File: src/rtl/fetch_pkg.sv
// rtl/fetch_pkg.sv - shared types and constants for the instruction fetch unit
// Purpose: state encoding, data width and default constants used by the fetch unit,
//          its interface and the next-PC selector.
// Ports:   none (package)
package fetch_pkg;

  localparam int XLEN = 32;

  localparam logic [XLEN-1:0] DEFAULT_RESET_ADDR = 32'h0000_0000;
  localparam logic [XLEN-1:0] DEFAULT_NOP_INSTR  = 32'h0000_0013;  // addi x0,x0,0

  // REQ: request presented to imem, WAIT: one fetch in flight,
  // HOLD: instruction presented to decode until consumed.
  typedef enum logic [1:0] {
    ST_REQ  = 2'd0,
    ST_WAIT = 2'd1,
    ST_HOLD = 2'd2
  } fetch_state_e;

endpackage

File: src/rtl/pc_fetch_unit_if.sv
// rtl/pc_fetch_unit_if.sv - branch-decision, imem and decode handshake bundle
// Purpose: groups every non-clock/reset signal of the fetch unit.
// Ports (modport master = fetch unit side):
//   in : pc_src, target_addr, imem_req_ready, imem_rsp_valid, imem_rsp_data, instr_ready
//   out: imem_req_valid, imem_req_addr, instr_valid, instr, instr_pc, misaligned_err
// modport slave is the mirror image (execute, memory and decode side).
interface pc_fetch_unit_if;
  import fetch_pkg::*;

  logic            pc_src;
  logic [XLEN-1:0] target_addr;
  logic            imem_req_valid;
  logic            imem_req_ready;
  logic [XLEN-1:0] imem_req_addr;
  logic            imem_rsp_valid;
  logic [XLEN-1:0] imem_rsp_data;
  logic            instr_valid;
  logic            instr_ready;
  logic [XLEN-1:0] instr;
  logic [XLEN-1:0] instr_pc;
  logic            misaligned_err;

  modport master (
    input  pc_src, target_addr, imem_req_ready, imem_rsp_valid, imem_rsp_data, instr_ready,
    output imem_req_valid, imem_req_addr, instr_valid, instr, instr_pc, misaligned_err
  );

  modport slave (
    output pc_src, target_addr, imem_req_ready, imem_rsp_valid, imem_rsp_data, instr_ready,
    input  imem_req_valid, imem_req_addr, instr_valid, instr, instr_pc, misaligned_err
  );

endinterface

File: src/rtl/pc_fetch_unit_pc_next_sel.sv
// rtl/pc_fetch_unit_pc_next_sel.sv - combinational next program-counter selector
// Purpose: picks the next PC with priority redirect target > pc+4 > hold.
// Ports:
//   i_pc          current PC
//   i_pc_src      redirect request from execute
//   i_target_addr redirect target (low two bits are dropped)
//   i_advance     current instruction consumed by decode
//   o_pc_next     PC to load on the next clock
//   o_misaligned  redirect target was not word aligned
module pc_next_sel
  import fetch_pkg::*;
(
  input  logic [XLEN-1:0] i_pc,
  input  logic            i_pc_src,
  input  logic [XLEN-1:0] i_target_addr,
  input  logic            i_advance,
  output logic [XLEN-1:0] o_pc_next,
  output logic            o_misaligned
);

  always_comb begin
    o_pc_next = i_pc;
    if (i_pc_src) begin
      o_pc_next = {i_target_addr[XLEN-1:2], 2'b00};
    end else if (i_advance) begin
      o_pc_next = i_pc + XLEN'(4);  // wraps modulo 2^32
    end
  end

  assign o_misaligned = i_pc_src && (i_target_addr[1:0] != 2'b00);

endmodule

File: src/rtl/pc_fetch_unit.sv
// rtl/pc_fetch_unit.sv - program counter owner and single-outstanding instruction fetcher
// Purpose: issues one imem fetch at a time from the PC, hands the result to decode with
//          its PC, and squashes fetches made stale by a taken redirect.
// Ports:
//   clk    rising-edge clock
//   rst_n  asynchronous active-low reset
//   bus    pc_fetch_unit_if.master (redirect in, imem request/response, decode out)
module pc_fetch_unit
  import fetch_pkg::*;
#(
  parameter logic [XLEN-1:0] RESET_ADDR = DEFAULT_RESET_ADDR,
  parameter logic [XLEN-1:0] NOP_INSTR  = DEFAULT_NOP_INSTR
)
(
  input  logic              clk,
  input  logic              rst_n,
  pc_fetch_unit_if.master   bus
);

  fetch_state_e    r_state;
  fetch_state_e    w_state_nxt;
  logic            r_kill;
  logic            w_kill_nxt;
  logic            w_capture;
  logic [XLEN-1:0] r_pc;
  logic [XLEN-1:0] w_pc_nxt;
  logic [XLEN-1:0] r_instr;
  logic [XLEN-1:0] r_instr_pc;
  logic            r_misaligned;
  logic            w_misaligned;
  logic            w_advance;

  assign w_advance = (r_state == ST_HOLD) && bus.instr_ready;

  pc_next_sel u_pc_next_sel (
    .i_pc          (r_pc),
    .i_pc_src      (bus.pc_src),
    .i_target_addr (bus.target_addr),
    .i_advance     (w_advance),
    .o_pc_next     (w_pc_nxt),
    .o_misaligned  (w_misaligned)
  );

  always_ff @(posedge clk or negedge rst_n) begin
    if (!rst_n) begin
      r_state <= ST_REQ;
      r_kill  <= 1'b0;
    end else begin
      r_state <= w_state_nxt;
      r_kill  <= w_kill_nxt;
    end
  end

  always_comb begin
    w_state_nxt = r_state;
    w_kill_nxt  = r_kill;
    w_capture   = 1'b0;
    case (r_state)
      ST_REQ: begin
        // A redirect that coincides with the handshake cannot retract the
        // request already sent, so its response is marked for dropping.
        if (bus.imem_req_ready) begin
          w_state_nxt = ST_WAIT;
          w_kill_nxt  = bus.pc_src;
        end
      end
      ST_WAIT: begin
        if (bus.imem_rsp_valid) begin
          if (r_kill || bus.pc_src) begin
            w_state_nxt = ST_REQ;
            w_kill_nxt  = 1'b0;
          end else begin
            w_capture   = 1'b1;
            w_state_nxt = ST_HOLD;
          end
        end else if (bus.pc_src) begin
          w_kill_nxt = 1'b1;
        end
      end
      ST_HOLD: begin
        if (bus.pc_src || bus.instr_ready) begin
          w_state_nxt = ST_REQ;
        end
      end
      default: begin
        w_state_nxt = ST_REQ;
        w_kill_nxt  = 1'b0;
      end
    endcase
  end

  always_ff @(posedge clk or negedge rst_n) begin
    if (!rst_n) begin
      r_pc         <= RESET_ADDR;
      r_instr      <= NOP_INSTR;
      r_instr_pc   <= RESET_ADDR;
      r_misaligned <= 1'b0;
    end else begin
      r_pc         <= w_pc_nxt;
      r_misaligned <= w_misaligned;
      if (w_capture) begin
        r_instr    <= bus.imem_rsp_data;
        r_instr_pc <= r_pc;
      end
    end
  end

  // Gating with rst_n keeps the request low while reset is held even though
  // the state register already sits in REQ.
  assign bus.imem_req_valid = (r_state == ST_REQ) && rst_n;
  assign bus.imem_req_addr  = r_pc;
  assign bus.instr_valid    = (r_state == ST_HOLD);
  assign bus.instr          = (r_state == ST_HOLD) ? r_instr : NOP_INSTR;
  assign bus.instr_pc       = r_instr_pc;
  assign bus.misaligned_err = r_misaligned;

endmodule

File: src/flat_wrapper.sv
// flat-port wrapper written by rule: the top's interface ports become plain ports
module pc_fetch_unit_flat import fetch_pkg::*;
#(
  parameter logic [XLEN-1:0] RESET_ADDR = DEFAULT_RESET_ADDR,
  parameter logic [XLEN-1:0] NOP_INSTR  = DEFAULT_NOP_INSTR
)
  (clk, rst_n, bus_pc_src, bus_target_addr, bus_imem_req_ready, bus_imem_rsp_valid, bus_imem_rsp_data, bus_instr_ready, bus_imem_req_valid, bus_imem_req_addr, bus_instr_valid, bus_instr, bus_instr_pc, bus_misaligned_err);
  pc_fetch_unit_if bus_i ();
  input  logic clk;
  input  logic rst_n;
  input wire logic [$bits(bus_i.pc_src)-1:0] bus_pc_src;
  input wire logic [$bits(bus_i.target_addr)-1:0] bus_target_addr;
  input wire logic [$bits(bus_i.imem_req_ready)-1:0] bus_imem_req_ready;
  input wire logic [$bits(bus_i.imem_rsp_valid)-1:0] bus_imem_rsp_valid;
  input wire logic [$bits(bus_i.imem_rsp_data)-1:0] bus_imem_rsp_data;
  input wire logic [$bits(bus_i.instr_ready)-1:0] bus_instr_ready;
  output wire logic [$bits(bus_i.imem_req_valid)-1:0] bus_imem_req_valid;
  output wire logic [$bits(bus_i.imem_req_addr)-1:0] bus_imem_req_addr;
  output wire logic [$bits(bus_i.instr_valid)-1:0] bus_instr_valid;
  output wire logic [$bits(bus_i.instr)-1:0] bus_instr;
  output wire logic [$bits(bus_i.instr_pc)-1:0] bus_instr_pc;
  output wire logic [$bits(bus_i.misaligned_err)-1:0] bus_misaligned_err;
  assign bus_i.pc_src = bus_pc_src;
  assign bus_i.target_addr = bus_target_addr;
  assign bus_i.imem_req_ready = bus_imem_req_ready;
  assign bus_i.imem_rsp_valid = bus_imem_rsp_valid;
  assign bus_i.imem_rsp_data = bus_imem_rsp_data;
  assign bus_i.instr_ready = bus_instr_ready;
  assign bus_imem_req_valid = bus_i.imem_req_valid;
  assign bus_imem_req_addr = bus_i.imem_req_addr;
  assign bus_instr_valid = bus_i.instr_valid;
  assign bus_instr = bus_i.instr;
  assign bus_instr_pc = bus_i.instr_pc;
  assign bus_misaligned_err = bus_i.misaligned_err;
  pc_fetch_unit #(.RESET_ADDR(RESET_ADDR), .NOP_INSTR(NOP_INSTR)) u_core (.clk(clk), .rst_n(rst_n), .bus(bus_i));
endmodule
File: config.mk
export PLATFORM = sky130hd
export DESIGN_NAME = pc_fetch_unit_flat
export DESIGN_NICKNAME = d
export VERILOG_FILES = /design/src/rtl/fetch_pkg.sv /design/src/rtl/pc_fetch_unit_if.sv /design/src/rtl/pc_fetch_unit_pc_next_sel.sv /design/src/rtl/pc_fetch_unit.sv /design/src/flat_wrapper.sv
export SDC_FILE = /design/constraint.sdc
export NUM_CORES = 1
export LEC_CHECK = 0
export ABC_AREA = 1
export CAP_MARGIN = 20
export CORE_ASPECT_RATIO = 0.75
export CORE_UTILIZATION = 41
export DETAILED_ROUTE_END_ITERATION = 16
export GPL_TIMING_DRIVEN = 1
export PLACE_DENSITY = 0.73
export SETUP_SLACK_MARGIN = 0.2
export SYNTH_ARGS = -nofsm -noshare
export SYNTH_HDL_FRONTEND = slang
export SYNTH_SLANG_ARGS = --single-unit
File: constraint.sdc
create_clock -name clk -period 2.58 [get_ports clk]
set_clock_uncertainty 0.2 [all_clocks]
set_input_delay 0.258 -clock clk [delete_from_list [all_inputs] [get_ports clk]]
set_output_delay 0.258 -clock clk [all_outputs]
set_load 0.01 [all_outputs]
* After elaboration in Yosys (flattened, before gate mapping) *
Cells that the tools add are included.

storage, ports and cells
  input bits = 70
  bits in registers = 100
  word-level logic and storage cells = 41

operators by class
  bitwise logic cells = 1
  add/subtract/negate cells = 1
  reduce and logical (&&, ||, !) cells = 10
  multiplexer cells = 16
  equal/unequal tests = 7

operator list
  cell                                           count
  2-to-1 mux 32 bit                              3
  adder 32 x 3 -> 32 bit, second input constant  1
  2-to-1 mux 2 bit                               4
  2-to-1 mux 1 bit                               7
  one-hot mux 2 bit (3 select lines)             1
  != test 2 bit, second input constant           2
  AND reduction 4 bit                            1
  nonzero test 2 bit                             2
  logical AND 1 bit                              3
  != test 3 x 2 -> 1 bit, second input constant  1
  != test 3 bit, second input constant           1
  one-hot mux 1 bit (3 select lines)             1
  AND reduction 3 bit                            1
  == test 2 x 1 -> 1 bit, second input constant  1
  == test 2 bit, second input constant           1
  zero test 2 bit                                1
  logical OR 1 bit                               2
  != test 2 x 1 -> 1 bit, second input constant  1
  inverter 1 bit                                 1

* Logic depth before layout (Yosys ltp) *
Gate-level depths: netlist of run 1.

  word-level depth = 4
  depth in mapped cells = 10
  gate-level depth less buffers = 10

* By module *
From an unflattened synthesis of run 1, not the netlist that was laid out.

unflattened totals
  cells, all modules = 634
  area, all modules = 5296.3 µm²

modules (own cells, without submodules)
  module         cells an instance  instances  area each (µm²)  sequential area each (µm²)
  pc_fetch_unit  373                1          4013.8           2506.2
  pc_next_sel    261                1          1282.5           0.0

* Least setup slack after synthesis of run 1 *
No wires, ideal clock.

  path kind = reg2reg
  start point = register u_core.r_pc[3], in the netlist u_core.bus.imem_req_addr[3]
  end point = register u_core.r_pc[22], in the netlist u_core.bus.imem_req_addr[22]
  data arrival time = 1.364 ns
  setup slack = 0.899 ns
  stages on the path, launching flop included = 11
  cells stage by stage = dfrtp_1 ha_1 inv_1 nor2_2 nand2_2 nor2_4 nand2_1 nand2_1 nand3_1 nand2_1 nand2_1

on the way
  longest elaborated chain between the ends = 3

ends and longest elaborated chain
  item                    line                             source
  start, declared         pc_fetch_unit.sv:25              logic [XLEN-1:0] r_pc;
  start signal, assigned  pc_fetch_unit.sv:99              r_pc <= w_pc_nxt;
  adder 32 x 3 -> 32 bit  pc_fetch_unit_pc_next_sel.sv:26  o_pc_next = i_pc + XLEN'(4);
  2-to-1 mux 32 bit       pc_fetch_unit_pc_next_sel.sv:25  end else if (i_advance) begin
  2-to-1 mux 32 bit       pc_fetch_unit_pc_next_sel.sv:23  if (i_pc_src) begin

No other way between the ends. The select of a mux whose other input is x is not followed.
A chain may end at the register's enable or synchronous reset.

* Worst setup path in the final report of run 1 *
  start point = register u_core.r_state[0]
  end point = output port bus_instr[1]

on the way
  longest elaborated chain between the ends = 2

ends and longest elaborated chain
  item                    line                  source
  start, declared         pc_fetch_unit.sv:20   fetch_state_e r_state;
  start signal, assigned  pc_fetch_unit.sv:49   r_state <= w_state_nxt;
  == test 2 bit           pc_fetch_unit.sv:113  assign bus.instr = (r_state == ST_HOLD) ? r_instr : NOP_INSTR;
  2-to-1 mux 32 bit       pc_fetch_unit.sv:113
  end, declared           flat_wrapper.sv:20    output wire logic [$bits(bus_i.instr)-1:0] bus_instr;

No other way between the ends.

==> results.tsv, run 1 <==
metric	value	unit
kind of critical path	reg -> out	
CTS tree	done	
PwrDens	861	mW/mm²
Synth warnings	0	
Peak VDD IR	0.000412	V
critical-path cell list	nor2_4, inv_8, or2_2, clkdlybuf4s50_1	
Crit path required time	2.12	ns
post-DR wirelength/cell	14.6	µm
Core ar.	0.0119	mm²
Total Wirelength	14700	µm
unique cell type count in the Yosys netlist	35	
setup violators final	0	
worst rel slew slack	51.6	%
most common cell after layout, fill and taps aside	nand2_1	
Fill cells	1043	
Worst R2R Path Depth	6	
synthesized area	0.00511	mm²
multi-input logic area	0.00217	mm²
largest net degree at the start of global routing	57	
EDFF count, synth	0	
io pins	169	
Hold Path End	u_core.bus.misaligned_err$_DFF_PN0_	
Sequential Area	0.00241	mm²
Slew Limit Fails	0	
Area Growth Syn to Fin	39.8	%
Final Non-Filler Cells	1006	
status	finished, final reports clean	
Leak Pwr	0.00335	µW
gr usage total	24.0	%
highest clock rate	423	MHz
final setup TNS	0	ns
number of port buffers	164	
clock net sink count	96	
crit path launch type	flop	
worst-path fanout max	33	
Initial DRT Pass Iterations	6	
total CTS buffers	9	
first-pass GRT wire length	24000	µm
H-Tree Depth	3	
Final Hold Viols	0	
number of remaining DRC errors	0	
crit end category	primary output	
initial core utilization	43.1	%
Die Ht	98.7	µm
Root Driver	clkbuf_16	
main flop type after synthesis	dfrtp_1	
vias	5018	
R2R Path Start	u_core.r_state[1]$_DFFE_PN0P_	
fin crit share	91.6	%
Overflow after GRT	0	
layout cell share with drive strength beyond 1	6.99	%
number of global-route vias before repair	4840	
initial detailed-routing violation count	345	
post-route minimum period	2.36	ns
crit-path max cell delay	0.48	ns
commonest non-fill, non-tap cells in the layout	nand2_1 (175), clkdlybuf4s50_1 (163), nor2_1 (132)	
reg2reg end	u_core.bus.instr_pc[19]$_DFFE_PN0P_	
max cap viols	0	
Via density	4.99	
antenna cells	0	
Die W	131	µm
min-delay src	bus_target_addr[0]	
register area share after synthesis	47.1	%
gpl congestion	0.891	
hold path cells	3	
Arrival @ worst endpoint	1.91	ns
Top Family by Delay on Critical Path	buffers and inverters	
Final Net Count	911	
CTS clk-pin slew, worst paths	0.06	ns
post-synthesis register bit count	96	
Skew-Pair Late Insertion Delay	0.35	ns
R2R Setup Slk	0.60	ns
slowest CP cell	clkdlybuf4s50_1	
RSZ-0062 raised after global routing	true	
die footprint	0.0129	mm²
Post-DP HPWL	11100	µm
Synth Instances	682	
initial antenna violation count	0	
worst path bufs/invs	2	
# placed instances	987	
Final ANT Viol Nets	0	
worst hold path type	in -> reg	
worst-margin pin slew	0.726	ns
clk buf depth	2	
FP Rows	34	
post-synthesis async set-or-reset flop share	100	%
Mean Syn Cell Area	7.50	µm²
[state kept, by name, summed over array words and instances, names as in the netlist]
name,count
u_core.bus.imem_req_addr,30
u_core.bus.instr_pc,30
u_core.bus.misaligned_err,1
u_core.r_instr,32
u_core.r_kill,1
u_core.r_state,2
[routing by layer]
metal | track usage (%) | part of all wire (%) | vias up | wire length, µm
met2 | 36.9 | 46 | 191 | 6710
li1 | - | - | 2438 | -
met1 | 34.5 | 46 | 2377 | 6730
met4 | 6.45 | 1.2 | 0 | 169
met3 | 4.61 | 7.2 | 12 | 1050
met5 | 0 | 0 | - | 0
[synth_stat cells, drive strengths merged (2+ instances only)]
cell | n | area (µm²)
dfrtp | 93 | 2330
buf | 25 | 223
nand3 | 34 | 175
o21ai | 54 | 282
nand2 | 178 | 694
nor3 | 2 | 10.0
or2 | 5 | 31.3
dfstp | 3 | 78.8
clkbuf | 7 | 26.3
nor2 | 142 | 583
inv | 79 | 302
mux2 | 5 | 75.1
and2 | 2 | 12.5
nand4 | 2 | 12.5
o22ai | 7 | 43.8
a21oi | 38 | 190
[repair_timing]
item | 4_1_cts | 5_1_grt
hold endpoints to repair | 54 | 0
setup buffers | 1 | 2
resized for setup | 2 | 1
pin swaps | 1 | 1
hold buffers | 1 | 0
endpoints found under the setup margin | 32 | 2
[cell families (layout without fill, tap and decap cells)]
family | count (synthesis) | count (layout) | share of synthesized area (%)
AND/OR/NAND/NOR | 365 | 365 | 29.7
buffers and inverters | 111 | 270 | 10.8
AO/OA/AOI/OAI | 102 | 102 | 10.5
flip-flops | 96 | 96 | 47.1
multiplexers | 5 | 5 | 1.47
adder cells (fa/ha/maj) | 1 | 1 | 0.245
other | 1 | 4 | 0.0734
XOR/XNOR | 1 | 1 | 0.171
[final cells by class]
class | instances | area share, %
Sequential cell | 96 | 33.7
Multi-Input combinational cell | 478 | 30.4
Timing Repair Buffer | 176 | 24.4
Inverter | 79 | 4.32
Clock buffer | 10 | 3.20
Tap cell | 162 | 2.84
Clock inverter | 5 | 1.14
[stage by stage]
stage	worst slack, ns	cell area [µm²]	hold slack [ns]	utilization [%]	power (µW)
after floorplan	0.899	5120	-0.238	-	3580
after global placement	0.418	6800	0.248	57.3	4670
after detailed placement	0.353	6800	0.261	57.3	4740
after CTS	0.219	7130	0.269	60.1	6180
after global routing	0.158	7150	0.284	60.2	6540
final	0.216	7150	0.274	60.2	6150
[power by group]
group,switching [µW],internal [µW],total (µW)
combinational,1140,1160,2300
sequential,355,2080,2430
clock,571,846,1420
[worst max path at each step]
stage | to | slack [ns] | cells after the start | start
floorplan | u_core.bus.imem_req_addr[22]$_DFFE_PN0P_ | 0.90 | 10 | u_core.bus.imem_req_addr[3]$_DFFE_PN0P_
global placement | u_core.bus.instr_pc[14]$_DFFE_PN0P_ | 0.42 | 6 | bus_pc_src
detailed placement | u_core.bus.instr_pc[19]$_DFFE_PN0P_ | 0.35 | 6 | bus_pc_src
CTS | bus_instr[0] | 0.22 | 5 | u_core.r_state[1]$_DFFE_PN0P_
global route | bus_instr[0] | 0.16 | 4 | u_core.r_state[0]$_DFFE_PN0P_
finish | bus_instr[1] | 0.22 | 4 | u_core.r_state[0]$_DFFE_PN0P_
[worst reg2reg max path, stage by stage, from the launching register on]
cell	delay [ns]
dfrtp_1	0.39
buf_4	0.15
nor2_4	0.14
nand3_4	0.42
buf_4	0.40
nand2_1	0.07
o21ai_0	0.08
Power figures use the tool's default switching activity.
==> inputs of run 2 (changes only) <==
CAP_MARGIN = unset   (was 20)
CORE_MARGIN = 3   (was unset)
==> run 2 against run 1 <==
  * Final area shrank 0.96%
  * Die area up 7.2%
  * Sequential power hardly changed
  * Sequential share of layout area up 0.33 points
  * Wire length rose by 1.7%
  * Setup slack gained 0.023 ns
  * Combinational power is essentially flat
  * Clock power decreased by 13%
  * Via count fell by 1.7%
  * Largest power group unchanged
==> results.tsv, run 2 (synthesized netlist as in run 1, its figures left out) <==
metric	value	unit	change
register with the most flip-flops	u_core.r_instr		
worst-path fanout max	33		unchanged
switching share of total power	34.4	%	+0.84 points
P_int	3900	µW	-4.4%
H-Tree Depth	3		unchanged
Total Wirelength	14900	µm	+1.7%
crit path launch type	flop		
clk buf depth	2		unchanged
max cap viols	0		unchanged
CTS tree	done		
initial antenna violation count	0		unchanged
worst rel slew slack	45.4	%	-6.2 points
Via density	4.92		-1.3%
fin crit share	90.8	%	-0.89 points
FP Rows	34		unchanged
number of global-route vias before repair	4656		-3.8%
Placement Cell Area	0.00678	mm²	-0.22%
Final Hold Viols	0		unchanged
kind of critical path	reg -> out		
Psw	2050	µW	-0.81%
Die W	135	µm	+3.1%
Peak VDD IR	0.000410	V	-0.49%
status	finished, final reports clean		
pre-CTS setup slack	0.434	ns	+0.0817 ns
number of port buffers	164		unchanged
vias	4933		-1.7%
Clk pwr share	20.8	%	-2.2 points
R2R Setup Slk	0.67	ns	+0.07 ns
crit end category	primary output		
Die Ht	103	µm	+4.1%
Post-DP HPWL	11300	µm	+2.1%
gpl congestion	0.899		+0.94%
number of remaining DRC errors	0		unchanged
Crit path required time	2.12	ns	about the same
total CTS buffers	9		unchanged
Overflow after GRT	0		unchanged
worst-margin pin slew	0.819	ns	+0.0934 ns
Final Net Count	907		-0.44%
post-route minimum period	2.34	ns	-0.0230 ns
Initial DRT Pass Iterations	6		unchanged
layout cell share with drive strength beyond 1	6.55	%	-0.44 points
CTS clk-pin slew, worst paths	0.06	ns	about the same
most common cell after layout, fill and taps aside	nand2_1		
Core ar.	0.0119	mm²	unchanged
antenna cells	0		unchanged
Area Growth Syn to Fin	38.4	%	
Logic pwr share	38.5	%	+1.1 points
worst hold path type	in -> reg		
final setup TNS	0	ns	unchanged
post-DR wirelength/cell	14.9	µm	+2.1%
# placed instances	985		-0.20%
gr usage total	21.8	%	-2.2 points
Skew-Pair Late Insertion Delay	0.34	ns	about the same
io pins	169		unchanged
clock net sink count	96		unchanged
first-pass GRT wire length	23900	µm	-0.43%
largest net degree at the start of global routing	87		+53%
setup ws final	0.239	ns	+0.0230 ns
commonest non-fill, non-tap cells in the layout	nand2_1 (175), clkdlybuf4s50_1 (163), nor2_1 (132)		
highest clock rate	427	MHz	+0.98%
PwrDens	841	mW/mm²	-2.3%
Fill cells	1045		+0.19%
Final Non-Filler Cells	1002		-0.40%
Leak Pwr	0.00331	µW	-1.2%
die footprint	0.0139	mm²	+7.2%
initial core utilization	43.1	%	unchanged
Slew Limit Fails	0		unchanged
setup violators final	0		unchanged
post-route cell area	0.00708	mm²	-0.96%
Root Driver	clkbuf_16		
RSZ-0062 raised after global routing	true		
Arrival @ worst endpoint	1.88	ns	-0.03 ns
Final ANT Viol Nets	0		unchanged
Sequential Power Share	40.7	%	+1.1 points
number of flip-flops in the largest register	32		unchanged
initial detailed-routing violation count	494		+43%
## run 2: cell count changes in the layout (fill, tap and decap cells not counted), sizes merged
| cell | before | now |
|---|---|---|
| buf | 12 | 8 |
| clkbuf | 10 | 11 |
| clkinvlp | 1 | 2 |
| bufinv | 2 | 0 |
## run 2: power by group through the flow
stage / clock network [µW] / logic (µW) / registers [µW]
2_1_floorplan: 0 / 1060 / 2520
3_3_place_gp: 0 / 2240 / 2420
3_5_place_dp: 0 / 2300 / 2450
4_1_cts: 1270 / 2320 / 2420
5_1_grt: 1320 / 2560 / 2500
6_report: 1240 / 2290 / 2420
## run 2: worst paths after layout
| kind | startpoint | to | cells after the start |
|---|---|---|---|
| worst max register to register | u_core.bus.imem_req_addr[5]$_DFFE_PN0P_ | u_core.bus.imem_req_addr[29]$_DFFE_PN0P_ | 9 |
| worst min register to register | u_core.bus.instr_pc[17]$_DFFE_PN0P_ | u_core.bus.instr_pc[17]$_DFFE_PN0P_ | 2 |
| worst min-delay path | bus_imem_rsp_data[27] | u_core.r_instr[27]$_DFFE_PN0P_ | 3 |
| worst max-delay path | u_core.r_state[0]$_DFFE_PN0P_ | bus_instr[0] | 4 |
| max in group asynchronous | rst_n | u_core.bus.instr_pc[20]$_DFFE_PN0P_ | 3 |
| min in group asynchronous | rst_n | u_core.r_instr[7]$_DFFE_PN0P_ | 3 |
## run 2: worst max-delay path, stage by stage (launching register included)
cell	delay, ns
dfrtp_1	0.41
nor2_4	0.24
inv_8	0.12
or2_2	0.29
clkdlybuf4s50_1	0.48
## run 2: through the flow
step / total power, µW / hold slack, ns / util (%)
floorplan: 3580 / -0.238 / -
global placement: 4660 / 0.127 / 57.1
detailed placement: 4740 / 0.137 / 57.1
CTS: 6010 / 0.286 / 59.6
global route: 6380 / 0.299 / 59.6
finish: 5950 / 0.289 / 59.6
## run 2: timing repair
action | in CTS | in global routing
setup endpoints to repair | 32 | 2
gates resized for setup | 2 | 1
hold buffers | 1 | 0
setup buffers | 1 | 0
endpoints found under the hold margin | 93 | 0
## run 2: metal layers
layer | vias to the layer above | global-route usage, % | wire [µm]
met4 | 0 | 5.34 | 242
met2 | 205 | 34.0 | 6760
met5 | - | 0 | 0
met1 | 2281 | 31.3 | 6590
met3 | 18 | 4.88 | 1320
li1 | 2429 | - | -
## run 2: layout make-up
| class | count | area, µm² | share of cell area, % |
|---|---|---|---|
| sequential | 96 | 2410 | 34.0 |
| multi-input combinational | 478 | 2170 | 30.7 |
| timing repair buffer | 172 | 1710 | 24.2 |
| inverter | 79 | 309 | 4.37 |
| clock buffer | 11 | 243 | 3.43 |
| tap | 162 | 203 | 2.86 |
| clock inverter | 4 | 28.8 | 0.407 |
==> inputs of run 3 (changes only) <==
GPL_ROUTABILITY_DRIVEN = 0   (was unset)
clock period = 3 ns   (was 2.58 ns; I/O delays follow)
==> run 3 against run 2 <==
  * Worst hold slack got worse by 0.17 ns
  * Critical path type unchanged
  * Count of clock-buffer cells in the layout down 2
  * Setup slack better by 0.18 ns
  * Total power decreased by 14%
  * Largest power group unchanged
  * Sequential share of layout area grew 0.11 points
  * Largest cell class unchanged
  * Clock power shrank 15%
  * Final area shrank 0.32%
  * Highest routed layer unchanged
==> results.tsv, run 3 (synthesized netlist as in run 1, its figures left out) <==
metric	value	unit	change
crit path launch type	flop		
antenna cells	0		unchanged
crit end category	primary output		
Power Total	5110	µW	-14%
post-route cell area	0.00706	mm²	-0.32%
Final Net Count	908		+0.11%
Initial DRT Pass Iterations	6		unchanged
fin crit share	85.9	%	
post-DR wirelength/cell	15.0	µm	+1.1%
WL met2	6850	µm	+1.2%
Final Hold Viols	0		unchanged
io pins	169		unchanged
CTS Hold Bufs	1		unchanged
largest net degree at the start of global routing	51		-41%
setup violators final	0		unchanged
Crit path required time	2.50	ns	+0.38 ns
Post-Route M1 WL	6920	µm	+5.0%
initial antenna violation count	0		unchanged
critical-path cell list	inv_2, nor2_4, inv_2, or2_2, clkdlybuf4s50_1		
vias	4998		+1.3%
CTS resizes	0		-2
most frequent CP cell	inv_2		
Root Driver	clkbuf_16		
kind of critical path	reg -> out		
FP Rows	34		unchanged
Leak Pwr	0.00329	µW	-0.45%
CTS clk-pin slew, worst paths	0.06	ns	about the same
commonest non-fill, non-tap cells in the layout	nand2_1 (175), clkdlybuf4s50_1 (163), nor2_1 (132)		
Core ar.	0.0119	mm²	unchanged
number of flip-flops in the largest register	32		unchanged
max layer used	met4		
number of remaining DRC errors	0		unchanged
most common cell after layout, fill and taps aside	nand2_1		
first-pass GRT wire length	24100	µm	+0.84%
worst-margin pin slew	0.633	ns	-0.187 ns
Arrival @ worst endpoint	2.08	ns	+0.20 ns
worst-path fanout max	33		unchanged
total CTS buffers	9		unchanged
initial detailed-routing violation count	370		-25%
buffers inserted by post-CTS timing repair	0		-1
gr usage total	22.0	%	+0.20 points
initial core utilization	43.1	%	unchanged
Peak VDD IR	0.000422	V	+2.8%
layout cell share with drive strength beyond 1	6.67	%	+0.12 points
number of global-route vias before repair	4807		+3.2%
slowest CP cell	clkdlybuf4s50_1		
hold slack	0.115	ns	-0.174 ns
met3 wire len	1070	µm	-19%
Die W	135	µm	unchanged
H-Tree Depth	3		unchanged
PwrDens	724	mW/mm²	-14%
status	finished, final reports clean		
Via density	4.99		+1.3%
Total Wirelength	15100	µm	+1.1%
# placed instances	987		+0.20%
Placement Cell Area	0.00678	mm²	about the same
final setup TNS	0	ns	unchanged
max cap viols	0		unchanged
die footprint	0.0139	mm²	unchanged
Final ANT Viol Nets	0		unchanged
Die Ht	103	µm	unchanged
Overflow after GRT	0		unchanged
Area Growth Syn to Fin	38.0	%	
crit-path max cell delay	0.49	ns	about the same
worst rel slew slack	57.8	%	+12 points
worst hold path type	in -> async		
Final Non-Filler Cells	1002		unchanged
number of port buffers	164		unchanged
register with the most flip-flops	u_core.r_instr		
post-route minimum period	2.58	ns	
Skew-Pair Late Insertion Delay	0.35	ns	about the same
Slew Limit Fails	0		unchanged
CTS tree	done		
clock net sink count	96		unchanged
highest clock rate	388	MHz	
clk buf depth	2		unchanged
RSZ-0062 raised after global routing	false		
Post-DP HPWL	11400	µm	+1.3%
## run 3: worst max-delay path: cells and delay by family, from the launching register on
family | cells | cell delay, ns
buffers and inverters | 3 | 0.79
and+or+nand+nor | 2 | 0.50
DFF | 1 | 0.43
## run 3: cell type report
cell class                 instances  area (µm²)
clock buffer                       9         225
clock inverter                     5        36.3
fill                            1011        4810
inverter                          79         302
multi-input combinational        478        2170
sequential                        96        2410
tap                              162         203
timing repair buffer             173        1710
## run 3: stage by stage
step                util [%]  setup WS (ns)
floorplan                  -           1.32
global route            59.4          0.336
finish                  59.4          0.423
CTS                     59.4          0.415
global placement        57.2          0.677
detailed placement      57.2          0.577
## run 3: path summary, 6_finish.rpt
check                           cells past startpoint                                    start                                       end  slack, ns
worst max register to register                     10  u_core.bus.imem_req_addr[3]$_DFFE_PN0P_  u_core.bus.imem_req_addr[26]$_DFFE_PN0P_       1.03
max in group asynchronous                           3                                    rst_n       u_core.bus.instr_pc[15]$_DFFE_PN0P_       1.65
worst max-delay path                                5            u_core.r_state[1]$_DFFE_PN0P_                              bus_instr[1]       0.42
worst min register to register                      2      u_core.bus.instr_pc[12]$_DFFE_PN0P_       u_core.bus.instr_pc[12]$_DFFE_PN0P_       0.29
worst min-delay path                                2                                    rst_n             u_core.r_instr[2]$_DFFE_PN0P_       0.12
min in group clk                                    2      u_core.bus.instr_pc[12]$_DFFE_PN0P_       u_core.bus.instr_pc[12]$_DFFE_PN0P_       0.29
## run 3: routing by layer
metal,vias to the layer above,global-route usage (%)
met5,-,0
met4,0,5.96
met3,17,4.83
met2,198,35.0
met1,2359,30.9
li1,2424,-
## run 3: report_power, final
group	internal, µW	switching, µW
Combinational	981	977
Clock	552	502
Sequential	1790	310
Total	3320	1790
